==> config.mk <==
export PLATFORM = sky130hd
export DESIGN_NAME = traffic_phase_arbiter
export DESIGN_NICKNAME = d
export VERILOG_FILES = /design/src/rtl/traffic_phase_arbiter.sv
export SDC_FILE = /design/constraint.sdc
export NUM_CORES = 1
export LEC_CHECK = 0
export CORE_UTILIZATION = 60
export DETAILED_ROUTE_END_ITERATION = 8
export PLACE_DENSITY_LB_ADDON = 0.25
export RECOVER_POWER = 50
export SYNTH_ARGS = -nofsm -noshare
export SYNTH_HDL_FRONTEND = slang
export SYNTH_SLANG_ARGS = --single-unit
==> constraint.sdc <==
create_clock -name clk -period 10.87 [get_ports clk]
set_input_delay 2.174 -clock clk [delete_from_list [all_inputs] [get_ports clk]]
set_output_delay 2.174 -clock clk [all_outputs]
set_load 0.01 [all_outputs]
==> src/rtl/traffic_phase_arbiter.sv <==
// Demand-actuated green-phase scheduler for the M1/M2/MT/S intersection.
// Latched vehicle requests are served round-robin; emergency input preempts.
//
// state  | meaning
// IDLE   | all red, waiting for a request or emergency
// GREEN  | approach cur is green, timers decide when to yield
// YELLOW | approach cur is yellow, fixed duration
// ALLRED | clearance interval, then next selection
module traffic_phase_arbiter #(
    parameter int TICK_DIV  = 100_000_000,
    parameter int MIN_GREEN = 3,
    parameter int MAX_GREEN = 7,
    parameter int YELLOW_T  = 2,
    parameter int ALLRED_T  = 1
) (
    input  logic       clk,
    input  logic       rst,
    input  logic [3:0] req,
    input  logic       emg_valid,
    input  logic [1:0] emg_id,
    output logic [2:0] light_M1,
    output logic [2:0] light_M2,
    output logic [2:0] light_MT,
    output logic [2:0] light_S,
    output logic [3:0] grant,
    output logic [3:0] remain,
    output logic       emg_ack
);

    localparam int DIV_W = (TICK_DIV > 1) ? $clog2(TICK_DIV) : 1;
    localparam logic [DIV_W-1:0] DIV_LAST = DIV_W'(TICK_DIV - 1);

    typedef enum logic [1:0] {IDLE, GREEN, YELLOW, ALLRED} state_t;

    state_t           state_q, state_d;
    logic [1:0]       cur_q, cur_d;
    logic [1:0]       rr_ptr_q, rr_ptr_d;
    logic [3:0]       pending_q, pending_d;
    logic [DIV_W-1:0] div_q, div_d;
    logic [3:0]       sec_q, sec_d;
    logic [3:0][2:0]  lights_q, lights_d;
    logic [3:0]       grant_q, grant_d;
    logic [3:0]       remain_q, remain_d;
    logic             emg_ack_q, emg_ack_d;

    logic       tick;
    logic       others;
    logic       sel_valid;
    logic [1:0] sel;
    logic [1:0] scan_idx;
    int         sec_next;

    function automatic logic [3:0] sat9(input int v);
        if (v <= 0) return 4'd0;
        if (v >= 9) return 4'd9;
        return 4'(v);
    endfunction

    // Scan downward so the lowest offset from rr_ptr is the one left standing.
    always_comb begin
        sel       = rr_ptr_q;
        sel_valid = 1'b0;
        scan_idx  = '0;
        if (emg_valid) begin
            sel       = emg_id;
            sel_valid = 1'b1;
        end else begin
            for (int k = 3; k >= 0; k--) begin
                scan_idx = rr_ptr_q + 2'(k);
                if (pending_q[scan_idx]) begin
                    sel       = scan_idx;
                    sel_valid = 1'b1;
                end
            end
        end
    end

    always_comb begin
        state_d   = state_q;
        cur_d     = cur_q;
        rr_ptr_d  = rr_ptr_q;
        pending_d = pending_q | req;
        tick      = (div_q == DIV_LAST);
        sec_next  = int'(sec_q) + 1;
        others    = (|(pending_q & ~(4'b0001 << cur_q))) || (emg_valid && (emg_id != cur_q));

        case (state_q)
            IDLE: begin
                if (sel_valid) begin
                    state_d  = GREEN;
                    cur_d    = sel;
                    rr_ptr_d = sel + 2'd1;
                end
            end
            GREEN: begin
                if (emg_valid && (emg_id != cur_q)) begin
                    state_d = YELLOW;
                end else if (emg_valid) begin
                    state_d = GREEN;
                end else if (tick && others &&
                             (((sec_next >= MIN_GREEN) && !req[cur_q]) || (sec_next >= MAX_GREEN))) begin
                    state_d = YELLOW;
                end
            end
            YELLOW: begin
                if (tick && (sec_next >= YELLOW_T)) state_d = ALLRED;
            end
            ALLRED: begin
                if (tick && (sec_next >= ALLRED_T)) begin
                    if (sel_valid) begin
                        state_d  = GREEN;
                        cur_d    = sel;
                        rr_ptr_d = sel + 2'd1;
                    end else begin
                        state_d = IDLE;
                    end
                end
            end
            default: state_d = IDLE;
        endcase

        if ((state_d == GREEN) && (state_q != GREEN)) pending_d[cur_d] = req[cur_d];

        if (state_d != state_q) begin
            div_d = '0;
            sec_d = '0;
        end else if (tick) begin
            div_d = '0;
            sec_d = (sec_q == 4'd15) ? 4'd15 : sec_q + 4'd1;
        end else begin
            div_d = div_q + DIV_W'(1);
            sec_d = sec_q;
        end

        lights_d = {4{3'b100}};
        grant_d  = '0;
        if ((state_d == GREEN) || (state_d == YELLOW)) begin
            grant_d         = 4'b0001 << cur_d;
            lights_d[cur_d] = (state_d == GREEN) ? 3'b001 : 3'b010;
        end

        case (state_d)
            GREEN:   remain_d = sat9(MAX_GREEN - int'(sec_d));
            YELLOW:  remain_d = sat9(YELLOW_T - int'(sec_d));
            ALLRED:  remain_d = sat9(ALLRED_T - int'(sec_d));
            default: remain_d = 4'd0;
        endcase

        emg_ack_d = (state_d == GREEN) && emg_valid && (emg_id == cur_d);
    end

    always_ff @(posedge clk or negedge rst) begin
        if (!rst) begin
            state_q   <= IDLE;
            cur_q     <= '0;
            rr_ptr_q  <= '0;
            pending_q <= '0;
            div_q     <= '0;
            sec_q     <= '0;
            lights_q  <= {4{3'b100}};
            grant_q   <= '0;
            remain_q  <= '0;
            emg_ack_q <= 1'b0;
        end else begin
            state_q   <= state_d;
            cur_q     <= cur_d;
            rr_ptr_q  <= rr_ptr_d;
            pending_q <= pending_d;
            div_q     <= div_d;
            sec_q     <= sec_d;
            lights_q  <= lights_d;
            grant_q   <= grant_d;
            remain_q  <= remain_d;
            emg_ack_q <= emg_ack_d;
        end
    end

    assign light_M1 = lights_q[0];
    assign light_M2 = lights_q[1];
    assign light_MT = lights_q[2];
    assign light_S  = lights_q[3];
    assign grant    = grant_q;
    assign remain   = remain_q;
    assign emg_ack  = emg_ack_q;

endmodule

* Word-level counts from Yosys, hierarchy flattened *
Cells that the tools add are included.

storage, ports and cells
  register bits = 62
  input port bits = 9
  output and inout port bits = 21
  word-level logic and storage cells = 157

cells by class
  add/sub/neg operators = 10
  magnitude comparators = 17
  equality and inequality tests = 13
  shift-type cells = 2
  mux-type cells = 78
  bitwise gates (word level) = 6
  reduce and logical (&&, ||, !) cells = 18

operators by type and width
  cell                                                                count
  2-to-1 mux 4 bit                                                    17
  2-to-1 mux 27 bit                                                   2
  2-to-1 mux 2 bit                                                    16
  2-to-1 mux 1 bit                                                    28
  adder 27 x 1 -> 27 bit (second input constant)                      1
  equality test 27 bit (second input constant)                        1
  < comparator 2 x 3 -> 1 bit (second input constant)                 6
  greater-or-equal comparator 5 bit (second input constant)           3
  less-or-equal comparator 5 x 1 -> 1 bit (second input constant)     3
  binary-select mux 1 bit (select 2 bit)                              6
  2-to-1 mux 12 bit                                                   1
  case mux 4 bit (3 select lines)                                     1
  greater-or-equal comparator 5 x 2 -> 1 bit (second input constant)  2
  logical AND 1 bit                                                   10
  AND 8 bit                                                           1
  equality test 2 bit (second input constant)                         4
  inverter 4 bit                                                      2
  case mux 2 bit (2 select lines)                                     2
  case mux 2 bit (4 select lines)                                     1
  << shifter 1 x 2 -> 4 bit (first input constant)                    2
  demux 3 bit (select 2 bit)                                          1
  adder 4 x 1 -> 5 bit (second input constant)                        1
  greater-or-equal comparator 5 x 1 -> 1 bit (second input constant)  1
  greater-or-equal comparator 5 x 3 -> 1 bit (second input constant)  1
  other kinds (25)                                                    31

* Logic depth before layout (Yosys ltp) *
Gate-level depths: netlist (run 1).

  depth after elaboration = 22
  mapped depth = 17
  mapped depth without buffers = 16

* Least setup slack after synthesis (run 1) *
No wires, ideal clock.

  kind = input -> register
  start point = input port req[1]
  end point = register remain_q[2], in the netlist remain[2]
  setup time = 0.078 ns
  arrival time = 4.772 ns
  required time = 10.792 ns
  path slack = 6.020 ns
  stages = 13
  buffers on the path = 0
  cell sequence = mux4_2 > nand3_1 > a2111oi_2 > o41ai_4 > o211ai_4 > nand3_2 > a221o_1 > ha_1 > o21ai_0 > or2_2 > a21oi_1 > o21bai_1 > o2bb2ai_1

on the way
  word-level cells in the longest chain between the ends = 20
  elaborated cells on any way between the ends = 49

RTL lines
  element                                            RTL line  source
  from (decl)                                        18        input logic [3:0] req,
  binary-select mux 1 bit (select 2 bit) *           101       (((sec_next >= MIN_GREEN) && !req[cur_q]) || (sec_next >= MAX_GREEN))) begin
  2-to-1 mux 1 bit (implied by the code) *           101
  logical NOT 1 bit *                                101
  logical AND 1 bit *                                101
  logical OR 1 bit *                                 101
  logical AND 1 bit *                                100       end else if (tick && others &&
  2-to-1 mux 2 bit *                                 100
  2-to-1 mux 2 bit *                                 98        end else if (emg_valid) begin
  [... 4 more ...]                                   n/a
  subtractor 1 x 4 -> 5 bit (tied with other cells)  145       ALLRED: remain_d = sat9(ALLRED_T - int'(sec_d));
  greater-or-equal comparator 5 bit                  55        if (v >= 9) return 4'd9;
  2-to-1 mux 1 bit (2 in series)                     55
  2-to-1 mux 1 bit                                   142       case (state_d)
  2-to-1 mux 4 bit                                   56        return 4'(v);
  2-to-1 mux 4 bit                                   55
  case mux 4 bit (3 select lines) *                  142
  via remain_d[2]                                    43        logic [3:0] remain_q, remain_d;
  to (signal assigned)                               173       remain_q <= remain_d;
  to (decl)                                          43

Mark *: on every way through the listed nets, which the timed path passes. The rest lies on a longest branch. The select of a mux whose other input is x is not followed.
A chain may end at the register's enable or synchronous reset.

* Final worst setup path (run 1) *
  start point = input port emg_valid
  end point = register remain_q[2], in the netlist remain[2]

on the way
  word-level cells in the longest chain between the ends = 18
  elaborated cells on any way between the ends = 51

RTL lines
  element                                            RTL line  source
  from (decl)                                        19        input logic emg_valid,
  logical AND 1 bit                                  85, 96
  logical OR 1 bit                                   85        others = (|(pending_q & ~(4'b0001 << cur_q))) || (emg_valid && (emg_id != cur_q));
  logical AND 1 bit (2 in series)                    100
  2-to-1 mux 2 bit                                   100
  2-to-1 mux 2 bit                                   98
  2-to-1 mux 2 bit                                   96        if (emg_valid && (emg_id != cur_q)) begin
  case mux 2 bit (4 select lines) *                  87        case (state_q)
  inequality test 2 bit                              124       if (state_d != state_q) begin
  2-to-1 mux 4 bit                                   124
  subtractor 1 x 4 -> 5 bit (tied with other cells)  145
  greater-or-equal comparator 5 bit                  55
  2-to-1 mux 1 bit (2 in series)                     55
  2-to-1 mux 1 bit                                   142
  2-to-1 mux 4 bit                                   56
  2-to-1 mux 4 bit                                   55
  case mux 4 bit (3 select lines) *                  142
  via remain_d[2]                                    43

Marked as above.

==> results.toml, run 1 <==
[pwr]
total_power_mw = 0.9685
power_leakage_nw = 1.956
peakVddDrop_mv = 0.1567
power_density_nw_per_um2 = 224.8

[clocking]
htreeDepth = 3
cts.sinks = 62
clkLatencyLatePin_ns = 0.34
cts_buffers = 9
root_buffer = "clkbuf_8"
cts_buffer_depth = 2
postCtsHoldBufs = 0
cts_setup_buffers = 0
clk_pin_slew_worst_paths_ns = 0.07
cts_tree = "done"
cts_resized = 0

[timing]
worst_slew_pin_slew_ns = 3.255
max_slew_margin_pct = -117.0
finalHoldViolCount = 0
post-route-min-period_ns = 5.718
clock_skew_ns = 0.009509
tns_ns = 0
rsz0062_at_grt = "false"
clock.fmax_mhz = 174.9
slew_violations = 63
finalSetupViolations = 0
finalCritPeriodShare_pct = 52.60

[setup_path]
critical_path.startpoint_type = "primary input"
cp.arrival_ns = 5.98
crit_fanout = 12
path_class = "primary input to register"
required_ns = 11.13
cp-end-kind = "register"

[placed_design]
io_buffers = 29
hpwl_um = 5822
place_congestion = 0.9214

[floorplanning]
ios = 30
fp.dieH_um = 81.22
start_util_pct = 62.84
std_cell_rows = 28
die-area_um2 = 6596
core_area_um2 = 5991
die_x_um = 81.22

[yosys]
ys_seq_area_share_pct = 41.34
post_synth.cell_area_avg_um2 = 9.555
syn_nets = 424
syn_inst = 394
post_synth_num_cell_types = 77
ys.flop_type = "dfrtp_1"
ys_ff_latch = 62
yosysWarningCount = 0
synthArstFlopShare_pct = 100.0
synth_edf_count = 0
synth_area_um2 = 3765

[global_routing]
track_usage_pct = 28.18
antenna_found_initial = 0
grt_pass1_vias = 3033
gr-total-overflow = 0
grt_pass1_wl_um = 13990
grt_max_degree = 63

[finish]
num-nets-final = 455
drive_gt1_share_pct = 9.767
final_cell_mix = "58 x dfrtp_1, 51 x nor2_1, 30 x inv_1"
antennaDiodeCount = 0
area_delta_synth_final_pct = 14.46
fillers = 442
layout_commonest_cell = "dfrtp_1"

[routing]
first_iter_violations = 254
dr.pass1.iters = 5
antenna_left = 0
remaining_drc_errors = 0
wirelength_um = 8303
vias = 3085
viasPerCell = 6.109
wl_per_cell_um = 16.44

[status]
status = "finished with violations"
violations = "capacitance limit, slew limit"

[flow_run]
maxCapViolations = 1

[hold_path]
hold_path.class = "register to register"
## state kept, by name, indices dropped and copies added (netlist names)
register / cells
remain: 4
light_MT: 3
light_M1: 3
light_S: 3
sec_q: 4
div_q: 27
rr_ptr_q: 2
pending_q: 4
state_q: 2
grant: 4
cur_q: 2
light_M2: 3
emg_ack: 1
## critical path: stages
cell and delay [ns]:
clkdlybuf4s50_1 0.62, nor3_1 0.76, o211ai_1 0.20, a41oi_1 0.19, o311a_1 0.31, nand3_2 0.18, a221o_1 0.41, ha_1 0.35
o21ai_0 0.12, or2_2 0.31, a21oi_1 0.16, o21bai_1 0.07, o2bb2ai_1 0.13
## cell type report
class	instances	area, um2	area share [%]
multi-input cells	292	2031	47.13
flip-flops and latches	62	1556	36.12
repair buffers	30	289.0	6.707
clock buffers	9	123.9	2.875
inverters	30	112.6	2.613
clock inverters	7	102.6	2.381
well taps	75	93.84	2.178
## power breakdown
part / switching (mW) / internal, mW
sequential: 0.0443 / 0.278
combinational: 0.249 / 0.165
clock: 0.0999 / 0.132
## cell usage after synthesis, drive strengths merged, types with 3 or more instances
library cell  count  area (um2)
dfrtp            58        1451
o211ai            6       58.81
nor3             14       86.34
nand4            13       100.1
nor4              3       18.77
a2111oi           3       35.03
xnor2            15       131.4
a21o              7       52.55
and3              5       31.28
ha               21       262.8
inv              30       112.6
clkbuf            4       15.01
dfstp             4       105.1
or4               3       26.27
buf               6       38.79
nand3            15       85.08
nand2            28       105.1
nor2             51       191.4
xor2             17       148.9
nor2b             6       37.54
o21ai            12       60.06
a21oi            14       70.07
a31oi             3       18.77
or3               4       30.03
and2              4       25.02
## path summary, 6_finish.rpt
path	end	startpoint	slack (ns)	depth (start not counted)
max	remain[2]$_DFF_PN0_	emg_valid	5.15	13
min	div_q[0]$_DFF_PN0_	div_q[0]$_DFF_PN0_	0.48	1
max reg2reg	remain[2]$_DFF_PN0_	div_q[0]$_DFF_PN0_	6.67	14
min reg2reg	div_q[0]$_DFF_PN0_	div_q[0]$_DFF_PN0_	0.48	1
max in group asynchronous	remain[2]$_DFF_PN0_	rst	6.02	2
min in group asynchronous	rr_ptr_q[1]$_DFFE_PN0P_	rst	3.00	2
## logic make-up (layout without fill, tap and decap cells)
group	Yosys count	count (layout)	share of synthesized area (%)
and+or+nand+nor	161	161	23.03
AOI/OAI and AO/OA	74	74	15.35
DFF	62	62	41.34
buffers and inverters	40	76	4.420
xor gates and xnor gates	32	32	7.444
adders and majority gates	21	21	6.979
muxes	4	4	1.429
## metal layers
layer	track usage, %	vias to the layer above	routed length (um)
li1	-	1455	-
met1	35.01	1510	3705
met2	45.97	103	3985
met3	6.629	17	432
met4	13.75	0	178
met5	0	-	0
## stage by stage
step                      cell area [um2]  util (%)  worst slack [ns]  hold WS (ns)  cells
after floorplan                      3765         -             6.020        0.4549    394
after global placement               4098     68.40             5.332        0.4698    489
after detailed placement             4098     68.40             5.191        0.4733    489
after CTS                            4324     72.18             5.525        0.4834    505
after global routing                 4309     71.93             4.840        0.5167    505
final                                4309     71.93             5.152        0.4775    505
Power figures use the tool's default switching activity.
==> run 2: changes to the inputs <==
Settings changed: CORE_UTILIZATION 60 to 59.
Clock period 10.87 ns to 5.6 ns, I/O delays scaled along.
==> run 2 against run 1 <==
Against the previous run: combinational power up 94%; first-iteration DRC count down 3.1%; sequential share of layout area down 0.13 points; critical endpoint unchanged; worst setup slack worse by 3.9 ns; sequential cell count unchanged; the run still ends with capacitance limit, slew limit left; power up 94%; sequential power up 94%; die area up 1.6%; utilization down 0.17 points; non-clock buffer count unchanged; count of clock-buffer cells in the layout up 1.
==> results.toml, run 2 (synthesized netlist as in run 1, its figures left out) <==
[placed_design]
io_buffers = 29
place_congestion = 0.9273
dp.cells = 489
dp_slack_ns = 0.9716
hpwl_um = 5751

[routing]
viasPerCell = 5.972
vias = 3016
antenna_left = 0
dr.pass1.iters = 5
wl_per_cell_um = 16.17
first_iter_violations = 246
remaining_drc_errors = 0
wirelength_um = 8164

[setup_path]
path_cells = "clkdlybuf4s50_1, nor3_4, o211ai_1, a41oi_1, o311a_1, nand3_2, a221o_1, ha_1, o21ai_0, or2_2, a21oi_1, o21bai_1, o2bb2ai_1"
slowest_stage = "clkdlybuf4s50_1"
crit_buf_inv = 1
cpLargestDelayFamily = "compound AO/OA/AOI/OAI gates"
r2r_end = "remain[2]$_DFF_PN0_"
r2r-start = "div_q[0]$_DFF_PN0_"
critical_path.max_stage_delay_ns = 0.62
cp.arrival_ns = 4.59
crit_fanout = 12
critical_path.startpoint_type = "primary input"
reg2reg_slack_ns = 1.42
r2r_cells = 14
required_ns = 5.86
cp-end-kind = "register"
path_class = "primary input to register"

[hold_path]
min_from = "div_q[0]$_DFF_PN0_"
hold_depth = 1
hold_path.class = "register to register"
hold_end = "div_q[0]$_DFF_PN0_"

[pwr]
peakVddDrop_mv = 0.3267
internal-power_mw = 1.124
power_density_nw_per_um2 = 434.5
switching_share_pct = 40.17
power_frac_seq_pct = 33.3
power_leakage_nw = 1.964
clockPowerShare_pct = 23.8
pwr-share-comb_pct = 42.9
p_switching_mw = 0.7547

[timing]
worst_hold_slack_ns = 0.5006
finalSetupViolations = 0
max_slew_margin_pct = -114.0
rsz0062_at_grt = "false"
tns_ns = 0
clock.fmax_mhz = 230.9
worst_slew_pin_slew_ns = 3.210
worst_slack_ns = 1.269
slew_violations = 63
clock_skew_ns = 0.005550
post-route-min-period_ns = 4.331
finalCritPeriodShare_pct = 77.35
finalHoldViolCount = 0

[flow_run]
maxCapViolations = 1

[finish]
fin_cells = 505
layout_commonest_cell = "dfrtp_1"
final_cell_mix = "58 x dfrtp_1, 51 x nor2_1, 30 x inv_1"
fillers = 453
largest_reg_flops = 27
antennaDiodeCount = 0
area_delta_synth_final_pct = 14.86
num-nets-final = 455
drive_gt1_share_pct = 10.00
regMostFlops = "div_q"

[global_routing]
grt_pass1_vias = 2893
busiest_layer = "met2"
antenna_found_initial = 0
global_route.usage.met2_pct = 43.72
gr-total-overflow = 0
grt_max_degree = 63
grtUsageMet3_pct = 5.556
grt.met1_usage_pct = 34.18
grt_pass1_wl_um = 13480
track_usage_pct = 26.77

[floorplanning]
core_area_um2 = 6026
die_x_um = 81.88
ios = 30
start_util_pct = 62.48
std_cell_rows = 28
fp.dieH_um = 81.88
die-area_um2 = 6704

[clocking]
root_buffer = "clkbuf_8"
cts_buffer_depth = 2
cts_setup_buffers = 0
clk_pin_slew_worst_paths_ns = 0.07
cts_resized = 0
postCtsHoldBufs = 0
htreeDepth = 3
cts.sinks = 62
clkLatencyLatePin_ns = 0.34
cts_buffers = 9
cts_tree = "done"

[status]
status = "finished with violations"
violations = "capacitance limit, slew limit"
==> run 2: routing by layer <==
metal	part of all wire (%)	wire length, um
met2	48	3887
met4	2.3	187
met3	4.4	358
met5	0	0
met1	46	3730
==> run 2: stage by stage <==
| step | power, mW | cell area, um2 | utilization, % |
|---|---|---|---|
| global placement | 1.404 | 4098 | 68.00 |
| finish | 1.879 | 4324 | 71.76 |
| CTS | 1.895 | 4328 | 71.82 |
| floorplan | 1.188 | 3765 | - |
| detailed placement | 1.431 | 4098 | 68.00 |
| global route | 2.003 | 4324 | 71.76 |
==> run 2: power by group through the flow <==
| stage | registers (mW) | logic, mW | clock network, mW |
|---|---|---|---|
| 3_3_place_gp | 0.630 | 0.774 | 0 |
| 5_1_grt | 0.640 | 0.891 | 0.472 |
| 4_1_cts | 0.626 | 0.815 | 0.455 |
| 3_5_place_dp | 0.633 | 0.798 | 0 |
| 2_1_floorplan | 0.625 | 0.564 | 0 |
| 6_report | 0.625 | 0.807 | 0.446 |
==> run 2: worst max-delay path by stage <==
stage	from	end	slack [ns]	cells past startpoint
6_report	emg_valid	remain[2]$_DFF_PN0_	1.27	13
4_1_cts	emg_valid	remain[2]$_DFF_PN0_	1.30	13
3_3_place_gp	emg_valid	remain[2]$_DFF_PN0_	1.13	13
2_1_floorplan	req[1]	remain[2]$_DFF_PN0_	1.80	13
5_1_grt	emg_valid	remain[2]$_DFF_PN0_	0.97	13
3_5_place_dp	emg_valid	remain[2]$_DFF_PN0_	0.97	13
==> run 2: area by class of cell <==
cell class                      count  area [um2]  area share [%]
Clock buffer                       10       137.6           3.183
Timing Repair Buffer               30       289.0           6.684
Multi-Input combinational cell    292        2042           47.22
Tap cell                           75       93.84           2.170
Sequential cell                    62        1556           36.00
Clock inverter                      6       92.59           2.141
Inverter                           30       112.6           2.604
==> run 2: worst reg2reg max path, delay by kind of cell (launching register included) <==
| kind | cells | cell delay, ns |
|---|---|---|
| adder cells (fa/ha/maj) | 2 | 0.57 |
| AND/OR/NAND/NOR | 5 | 1.63 |
| flip-flops | 1 | 0.39 |
| AO/OA/AOI/OAI | 7 | 1.52 |
==> run 3: changes to the inputs <==
Clock period 5.6 ns to 4.3 ns, I/O delays scaled along.
==> run 3 against run 2 <==
Against the previous run: the flow still finishes with violations (capacitance limit, slew limit); sequential cell count stayed put; via count is 3.2% higher; global-route usage grew 1.8 points; power up 35%; non-clock buffer count increased by 8; critical path type unchanged; critical endpoint unchanged.
==> results.toml, run 3 (synthesized netlist as in run 1, its figures left out) <==
[status]
status = "finished with violations"
violations = "capacitance limit, slew limit"

[pwr]
peakVddDrop_mv = 0.4072
clockPowerShare_pct = 24.9
pwr-share-comb_pct = 43.0
power_frac_seq_pct = 32.1
power_density_nw_per_um2 = 575.9
p_switching_mw = 1.000
switching_share_pct = 39.46
internal-power_mw = 1.535
power_leakage_nw = 2.012
total_power_mw = 2.535

[global_routing]
track_usage_pct = 28.52
gr-total-overflow = 0
grt_pass1_wl_um = 14280
grt_pass1_vias = 3028
antenna_found_initial = 0
grt_max_degree = 39

[timing]
clock_skew_ns = 0.01262
finalSetupViolations = 0
post-route-min-period_ns = 4.085
clock.fmax_mhz = 244.8
tns_ns = 0
slew_violations = 39
finalHoldViolCount = 0
worst_slew_pin_slew_ns = 2.108
rsz0062_at_grt = "false"
finalCritPeriodShare_pct = 95.00
worst_slack_ns = 0.2149
max_slew_margin_pct = -40.50

[finish]
final_cell_mix = "58 x dfrtp_1, 51 x nor2_1, 30 x inv_1"
antennaDiodeCount = 0
layout_commonest_cell = "dfrtp_1"
area_delta_synth_final_pct = 16.92
num-nets-final = 463
regMostFlops = "div_q"
drive_gt1_share_pct = 11.64
largest_reg_flops = 27
fin_cells = 513
final_area_um2 = 4402

[setup_path]
path_cells = "clkdlybuf4s50_1, mux4_2, nand3_1, a2111oi_2, o41ai_4, o211ai_4, nand3_2, a221o_1, ha_1, o21ai_0, or2_2, a21oi_1, o21bai_1, o2bb2ai_1"
required_ns = 4.57
slowest_stage = "a2111oi_2"
reg2reg_slack_ns = 0.29
critical_path.max_stage_delay_ns = 0.56
cp-end-kind = "register"
r2r-start = "sec_q[0]$_DFF_PN0_"
path_class = "primary input to register"
critical_path.startpoint_type = "primary input"
cp.arrival_ns = 4.36
r2r_cells = 15
crit_fanout = 7
r2r_end = "remain[2]$_DFF_PN0_"

[placed_design]
place_area_um2 = 4158
io_buffers = 29
place_congestion = 0.9644
hpwl_um = 6164
dp_slack_ns = -0.1144
dp.cells = 497

[clocking]
root_buffer = "clkbuf_8"
clkLatencyLatePin_ns = 0.35
cts_setup_buffers = 0
clk_pin_slew_worst_paths_ns = 0.08
cts_buffer_depth = 2
cts_buffers = 9
htreeDepth = 3
cts.sinks = 62
cts_tree = "done"

[routing]
wirelength_um = 8765
antenna_left = 0
first_iter_violations = 139
dr.pass1.iters = 5
remaining_drc_errors = 0
vias = 3114
viasPerCell = 6.070
wl_per_cell_um = 17.09

[hold_path]
min_from = "div_q[0]$_DFF_PN0_"
hold_depth = 1
hold_end = "div_q[0]$_DFF_PN0_"
hold_path.class = "register to register"

[floorplanning]
start_util_pct = 62.48
fp.dieH_um = 81.88
die-area_um2 = 6704
ios = 30
core_area_um2 = 6026
die_x_um = 81.88
std_cell_rows = 28

[flow_run]
maxCapViolations = 1
run 3: area by class of cell:
type | count | area, um2
Timing Repair Buffer | 38 | 347.8
Fill cell | 425 | 1624
Multi-Input combinational cell | 292 | 2047
Clock inverter | 7 | 120.1
Inverter | 30 | 112.6
Clock buffer | 9 | 123.9
Tap cell | 75 | 93.84
Sequential cell | 62 | 1556
run 3: per-stage QoR:
step	utilization [%]	hold WS, ns
after floorplan	-	0.4549
after global placement	69.00	0.4696
after detailed placement	69.00	0.4752
after CTS	73.05	0.5028
after global routing	73.05	0.5366
final	73.05	0.4975
run 3: worst max path at each step:
stage                             startpoint                     end
after global placement                req[1]     remain[2]$_DFF_PN0_
final                                 req[3]     remain[2]$_DFF_PN0_
after global routing      sec_q[0]$_DFF_PN0_  pending_q[3]$_DFF_PN0_
after CTS                 sec_q[0]$_DFF_PN0_     remain[2]$_DFF_PN0_
after floorplan           sec_q[0]$_DFF_PN0_     remain[2]$_DFF_PN0_
after detailed placement              req[3]     remain[2]$_DFF_PN0_
run 3: routing by layer:
layer,track usage [%],vias to the layer above,wire length (um)
met5,0,-,0
met4,13.68,0,310
met3,6.111,35,463
met2,46.69,113,4250
met1,35.65,1490,3740
li1,-,1476,-
run 3: repair_timing:
item                       in CTS  in global routing
setup endpoints to repair       0                  5
hold buffers                    0                  0
gates resized for setup         0                  1
hold endpoints to repair        0                  0
run 3: power groups by stage:
stage / clock network, mW / logic (mW) / registers (mW)
after floorplan: 0 / 0.734 / 0.814
after global placement: 0 / 1.06 / 0.818
after detailed placement: 0 / 1.08 / 0.821
after CTS: 0.637 / 1.10 / 0.814
after global routing: 0.658 / 1.22 / 0.831
final: 0.631 / 1.09 / 0.814
run 3: critical path: cells and delay by family:
kind | cells | cell delay (ns)
AOI/OAI and AO/OA | 8 | 1.78
adders and majority gates | 1 | 0.34
buffers and inverters | 1 | 0.51
muxes | 1 | 0.28
and+or+nand+nor | 3 | 0.59
==> RTL change 1, RTL diff (settings of run 2) <==
Set the parameter `TICK_DIV` to 25_000_000 (it was 100_000_000).
--- a/src/rtl/traffic_phase_arbiter.sv
+++ b/src/rtl/traffic_phase_arbiter.sv
@@ -8,5 +8,5 @@
 // ALLRED | clearance interval, then next selection
 module traffic_phase_arbiter #(
-    parameter int TICK_DIV  = 100_000_000,
+    parameter int TICK_DIV  = 25_000_000,
     parameter int MIN_GREEN = 3,
     parameter int MAX_GREEN = 7,
Behaviour: same outputs for any inputs over 10 cycles, from zero or initial values and one cycle with rst low; that may be too few to reach the edited logic, so the function may still have changed.
==> RTL change 1 against run 2 <==
The run still ends with capacitance limit, slew limit left. Area after synthesis decreased by 3.3%. Setup slack got worse by 460 ps. Routed wire length grew 3.1%. First-iteration DRC count fell by 17%. Register-to-register slack worse by 370 ps. Via count decreased by 0.83%. Die area is 3.2% lower. Power is 6.2% lower. Cell area is 4.4% lower. Sequential cell count is 2 lower. Utilization down 1.9 points. Clock skew grew 6.7 ps.
==> RTL change 1: results (changes against run 2) <==
Synth Flop Type=dfrtp_1; outcome=finished, violations left; DP Area=3950 sq um (-3.6%); Vias/cell=5.99 (+0.36%); Placed Cells=483 (-1.2%); nets=449 (-1.3%); Max Cap Viol=1 (unchanged); GR met3 Demand/Resource=5.57% (+0.013 points); Setup crit end=remain[0]; Async S/R FF share, synth=100% (unchanged); post-route clock period utilization=85.5% (+8.1 points); sequential share of the synthesized area=41.4% (+0.046 points); Register-to-Register Path Depth=19 (+5); Yosys Warn Count=0 (unchanged); static leakage power=0.00180 uW (-8.4%); fraction of layout cells with a size suffix above 1=9.43% (-0.57 points); Hold Path Class=flop to flop; HPWL Detailed=5870 um (+2.0%); routability-driven placement congestion ratio=0.927 (about the same); via count=2991 (-0.83%); vias in the first global route=2937 (+1.5%); Syn Nets=421 (-0.71%); GRT Resource Usage Total=28.3% (+1.5 points); commonest cells in the netlist=dfrtp_1, nor2_1, nand2_1; CTS resizes=0 (unchanged); max reg flops=25 (-7.4%); Layout fillers=470 (+3.8%); global-route wire length before repair=13900 um (+3.0%); CP arrival=5020 ps (+430 ps); most flop-heavy register=div_q; Placement Setup Slack=566 ps (-405 ps); GR Util met2=47.5% (+3.7 points); setup bufs post-CTS=0 (unchanged); DRT iter0 DRCs=205 (-17%); Post-Synthesis Cells=391 (-0.76%); R2R Setup Slk=1050 ps (-370 ps); reg-to-reg endpoint=remain[0]; Worst Setup SP=emg_valid; largest net degree at the start of global routing=61 (-3.2%); cells taking the most area after synthesis=dfrtp_1, ha_1, nor2_1, xor2_1, nand2_1; failing checks=capacitance limit, slew limit; Least-Margin Pin Slew=3170 ps (-43.3 ps); CTS H-tree depth=3 (unchanged); Distinct cells, synth=76 (-1.3%); clk slew on worst S/H paths=70 ps (about the same); WL/cell=16.9 um (+4.3%); worst flop-to-flop path startpoint=sec_q[0]; GR Util met1=36.3% (+2.2 points); # diodes=0 (unchanged); clock root buffer=clkbuf_8; VDD IR max=480 uV (+47%); Num CTS Buffers=9 (unchanged); Slew Limit Fails=61 (-3.2%); clk_skew=12.2 ps (+6.65 ps); antenna violations before repair=0 (unchanged); worst skew pair latency=340 ps (about the same); crit path max fanout=9 (-3); TritonRoute pass-1 iters=5 (unchanged)
[RTL change 1: changes by cell type after synthesis, sizes merged, moves of 4 or more]
| cell | change |
|---|---|
| nand4 | -7 |
| nand2b | +6 |
| o211ai | -5 |
| a31oi | +4 |
| clkbuf | +4 |
| inv | -4 |
[RTL change 1: per-layer routing]
metal | up-vias | wire (um)
li1 | 1422 | -
met1 | 1460 | 3630
met2 | 95 | 4320
met3 | 14 | 318
met4 | 0 | 143
met5 | - | 0
[RTL change 1: worst min-delay path by stage]
stage	start	end	slack [ps]	cells after the start
finish	div_q[0]	div_q[0]	490	1
global route	div_q[0]	div_q[0]	520	1
CTS	div_q[0]	div_q[0]	490	1
detailed placement	div_q[0]	div_q[0]	480	1
global placement	div_q[0]	div_q[0]	470	1
floorplan	div_q[0]	div_q[0]	450	1
[RTL change 1: cell type report]
class	count	area, sq um	share of cell area [%]
well taps	75	93.8	2.27
flip-flops and latches	60	1510	36.4
inverters	26	97.6	2.36
repair buffers	30	289	6.99
clock inverters	3	40.0	0.968
multi-input cells	292	1960	47.4
clock buffers	13	149	3.60
[RTL change 1: worst max-delay path, cell delays in order]
cell and delay (ps):
clkdlybuf4s50_1 550, nor3_2 540, nand4b_1 180, o211ai_1 220, o32ai_1 560, nor2_2 170
nand2_1 210, inv_1 120, ha_1 230, nor3_1 200, a31oi_1 60, nor3_1 150
a21oi_1 100, nor2_1 100, o31ai_1 80, and3_1 200, o32ai_1 210
[RTL change 1: stage by stage]
stage	hold WS, ps	power (uW)	util [%]
after global placement	474	1360	66.7
after floorplan	455	1120	-
after global routing	517	1870	69.8
after detailed placement	482	1380	66.7
after CTS	491	1780	69.9
final	486	1760	69.8
[RTL change 1: cell families (layout without fill, tap and decap cells)]
group,after synthesis,after routing,synth area share [%]
AND/OR/NAND/NOR,163,163,23.3
AO/OA/AOI/OAI,73,73,14.3
flip-flops,60,60,41.4
buffers and inverters,39,72,4.78
XOR/XNOR,28,28,6.74
adder cells (fa/ha/maj),21,21,7.22
multiplexers,7,7,2.30
[RTL change 1: power breakdown]
| group | leakage (uW) | total [uW] | switching [uW] | internal (uW) |
|---|---|---|---|---|
| clock network | 0.0000974 | 382 | 166 | 217 |
| logic | 0.000915 | 791 | 496 | 295 |
| registers | 0.000786 | 589 | 69.2 | 520 |
| total | 0.00180 | 1760 | 730 | 1030 |
==> RTL change 2, RTL diff (config.mk and constraints of run 2) <==
Made on the original files. Encoding of `state_t`: now one-hot (4 bits for 4 states).
--- a/src/rtl/traffic_phase_arbiter.sv
+++ b/src/rtl/traffic_phase_arbiter.sv
@@ -31,5 +31,5 @@
     localparam logic [DIV_W-1:0] DIV_LAST = DIV_W'(TICK_DIV - 1);
 
-    typedef enum logic [1:0] {IDLE, GREEN, YELLOW, ALLRED} state_t;
+    typedef enum logic [3:0] {IDLE = 4'b0001, GREEN = 4'b0010, YELLOW = 4'b0100, ALLRED = 4'b1000} state_t;
 
     state_t           state_q, state_d;
Formal check against the unedited RTL: same outputs for any inputs over 4 cycles, from zero or initial values and one cycle with rst low; so few cycles prove little.
==> RTL change 2 against run 2 <==
The flow still finishes with violations (capacitance limit, slew limit). Power shrank 15%. Fmax shrank 3.2%. Area after synthesis shrank 6.4%. Setup slack lost 150 ps. Combinational power shrank 35%. Sequential cell count grew 2. Clock skew grew 5.2 ps. Routed wire length shrank 6.7%. Cell area shrank 5.7%. Largest cell class unchanged.
==> RTL change 2: results (changes against run 2) <==
outcome=finished, violations left; failing checks=capacitance limit, slew limit; Distinct cells, synth=67 (-13%); sequential share of the synthesized area=45.6% (+4.3 points); nets=424 (-6.8%); Detailed Route WL=7620 um (-6.7%); clk slew on worst S/H paths=around 80 ps; clk_skew=10.7 ps (+5.19 ps); Placement Setup Slack=833 ps (-139 ps); commonest cells in the netlist=dfrtp_1, nor2_1, nand2_1; VDD IR max=406 uV (+24%); WL/cell=15.9 um (-1.7%); GRT Resource Usage Total=27.6% (+0.79 points); post-route clock period utilization=79.9% (+2.6 points); Least-Margin Pin Slew=3310 ps (+101 ps); HPWL Detailed=5370 um (-6.7%); Post-Synthesis Cells=368 (-6.6%); DRT iter0 DRCs=171 (-30%); via count=2855 (-5.3%); R2R Setup Slk=1510 ps (+90 ps); CP arrival=4690 ps (+100 ps); fraction of layout cells with a size suffix above 1=10.6% (+0.57 points); most flop-heavy register=div_q; Max Cap Viol=1 (unchanged); Slew Limit Fails=65 (+3.2%); Register-to-Register Path Depth=13 (-1); static leakage power=0.00182 uW (-7.3%); Layout fillers=415 (-8.4%); TritonRoute pass-1 iters=4 (-1); reg-to-reg endpoint=remain[0]; cells taking the most area after synthesis=dfrtp_1, nor2_1, xor2_1, ha_1, dfstp_2; Syn Nets=390 (-8.0%); global-route wire length before repair=13000 um (-3.7%); vias in the first global route=2731 (-5.6%)
-- RTL change 2: changes by cell type after synthesis, sizes merged, moves of 5 or more --
cell / before / now
inv: 30 / 24
xnor2: 15 / 8
ha: 21 / 13
o211ai: 6 / 1
nand4: 13 / 8
o21ai: 12 / 19
buf: 6 / 1
mux2i: 2 / 7
nor3: 14 / 7
a21oi: 14 / 19
-- RTL change 2: stage by stage --
step           hold slack [ps]  instance area [sq um]  power [uW]
2_1_floorplan              455                   3520         972
3_3_place_gp               482                   3870        1160
3_5_place_dp               493                   3870        1170
4_1_cts                    508                   4080        1610
5_1_grt                    530                   4080        1690
6_report                   509                   4080        1590
-- RTL change 2: area by class of cell --
cell class	instances	area (sq um)	share of cell area, %
Clock buffer	11	131	3.22
Sequential cell	64	1610	39.4
Multi-Input combinational cell	273	1790	43.8
Clock inverter	5	81.3	1.99
Tap cell	72	90.1	2.21
Timing Repair Buffer	30	289	7.09
Inverter	24	90.1	2.21
-- RTL change 2: worst max-delay path, stage by stage --
cell             delay [ps]
clkdlybuf4s50_1         510
nor4_1                  280
and2_1                  330
nand4b_1                140
a2111oi_1               520
nor2_1                  210
and3_2                  270
inv_1                   160
ha_1                    300
a21oi_1                  80
a31oi_1                 220
a311oi_1                 60
or4_1                   470
-- RTL change 2: worst min-delay path by stage --
stage,cells after the start,startpoint,to
after floorplan,1,div_q[0],div_q[0]
after global placement,1,div_q[0],div_q[0]
after detailed placement,1,div_q[0],div_q[0]
after CTS,1,div_q[0],div_q[0]
after global routing,1,div_q[0],div_q[0]
final,1,div_q[0],div_q[0]
-- RTL change 2: power by group --
group          switching (uW)  internal, uW  leakage, uW
clock                     182           251     0.000104
sequential               76.0           558     0.000836
combinational             306           220     0.000882
-- RTL change 2: routing by layer --
layer  part of all wire [%]  wire length, um  vias to the layer above  track usage [%]
li1                       -                -                     1363                -
met1                     45             3430                     1370             37.1
met2                     45             3410                      110             40.9
met3                    8.5              644                       12             9.08
met4                    1.7              133                        0             11.1
met5                      0                0                        -                0
-- RTL change 2: kinds of logic after synthesis --
family          count (synthesis)  synth area share [%]
fa+ha+maj                      14                  4.94
simple gates                  157                  23.7
buf+inv                        31                  3.62
mux                             8                  2.63
compound gates                 67                  12.8
flops                          64                  45.6
xor+xnor                       27                  6.71
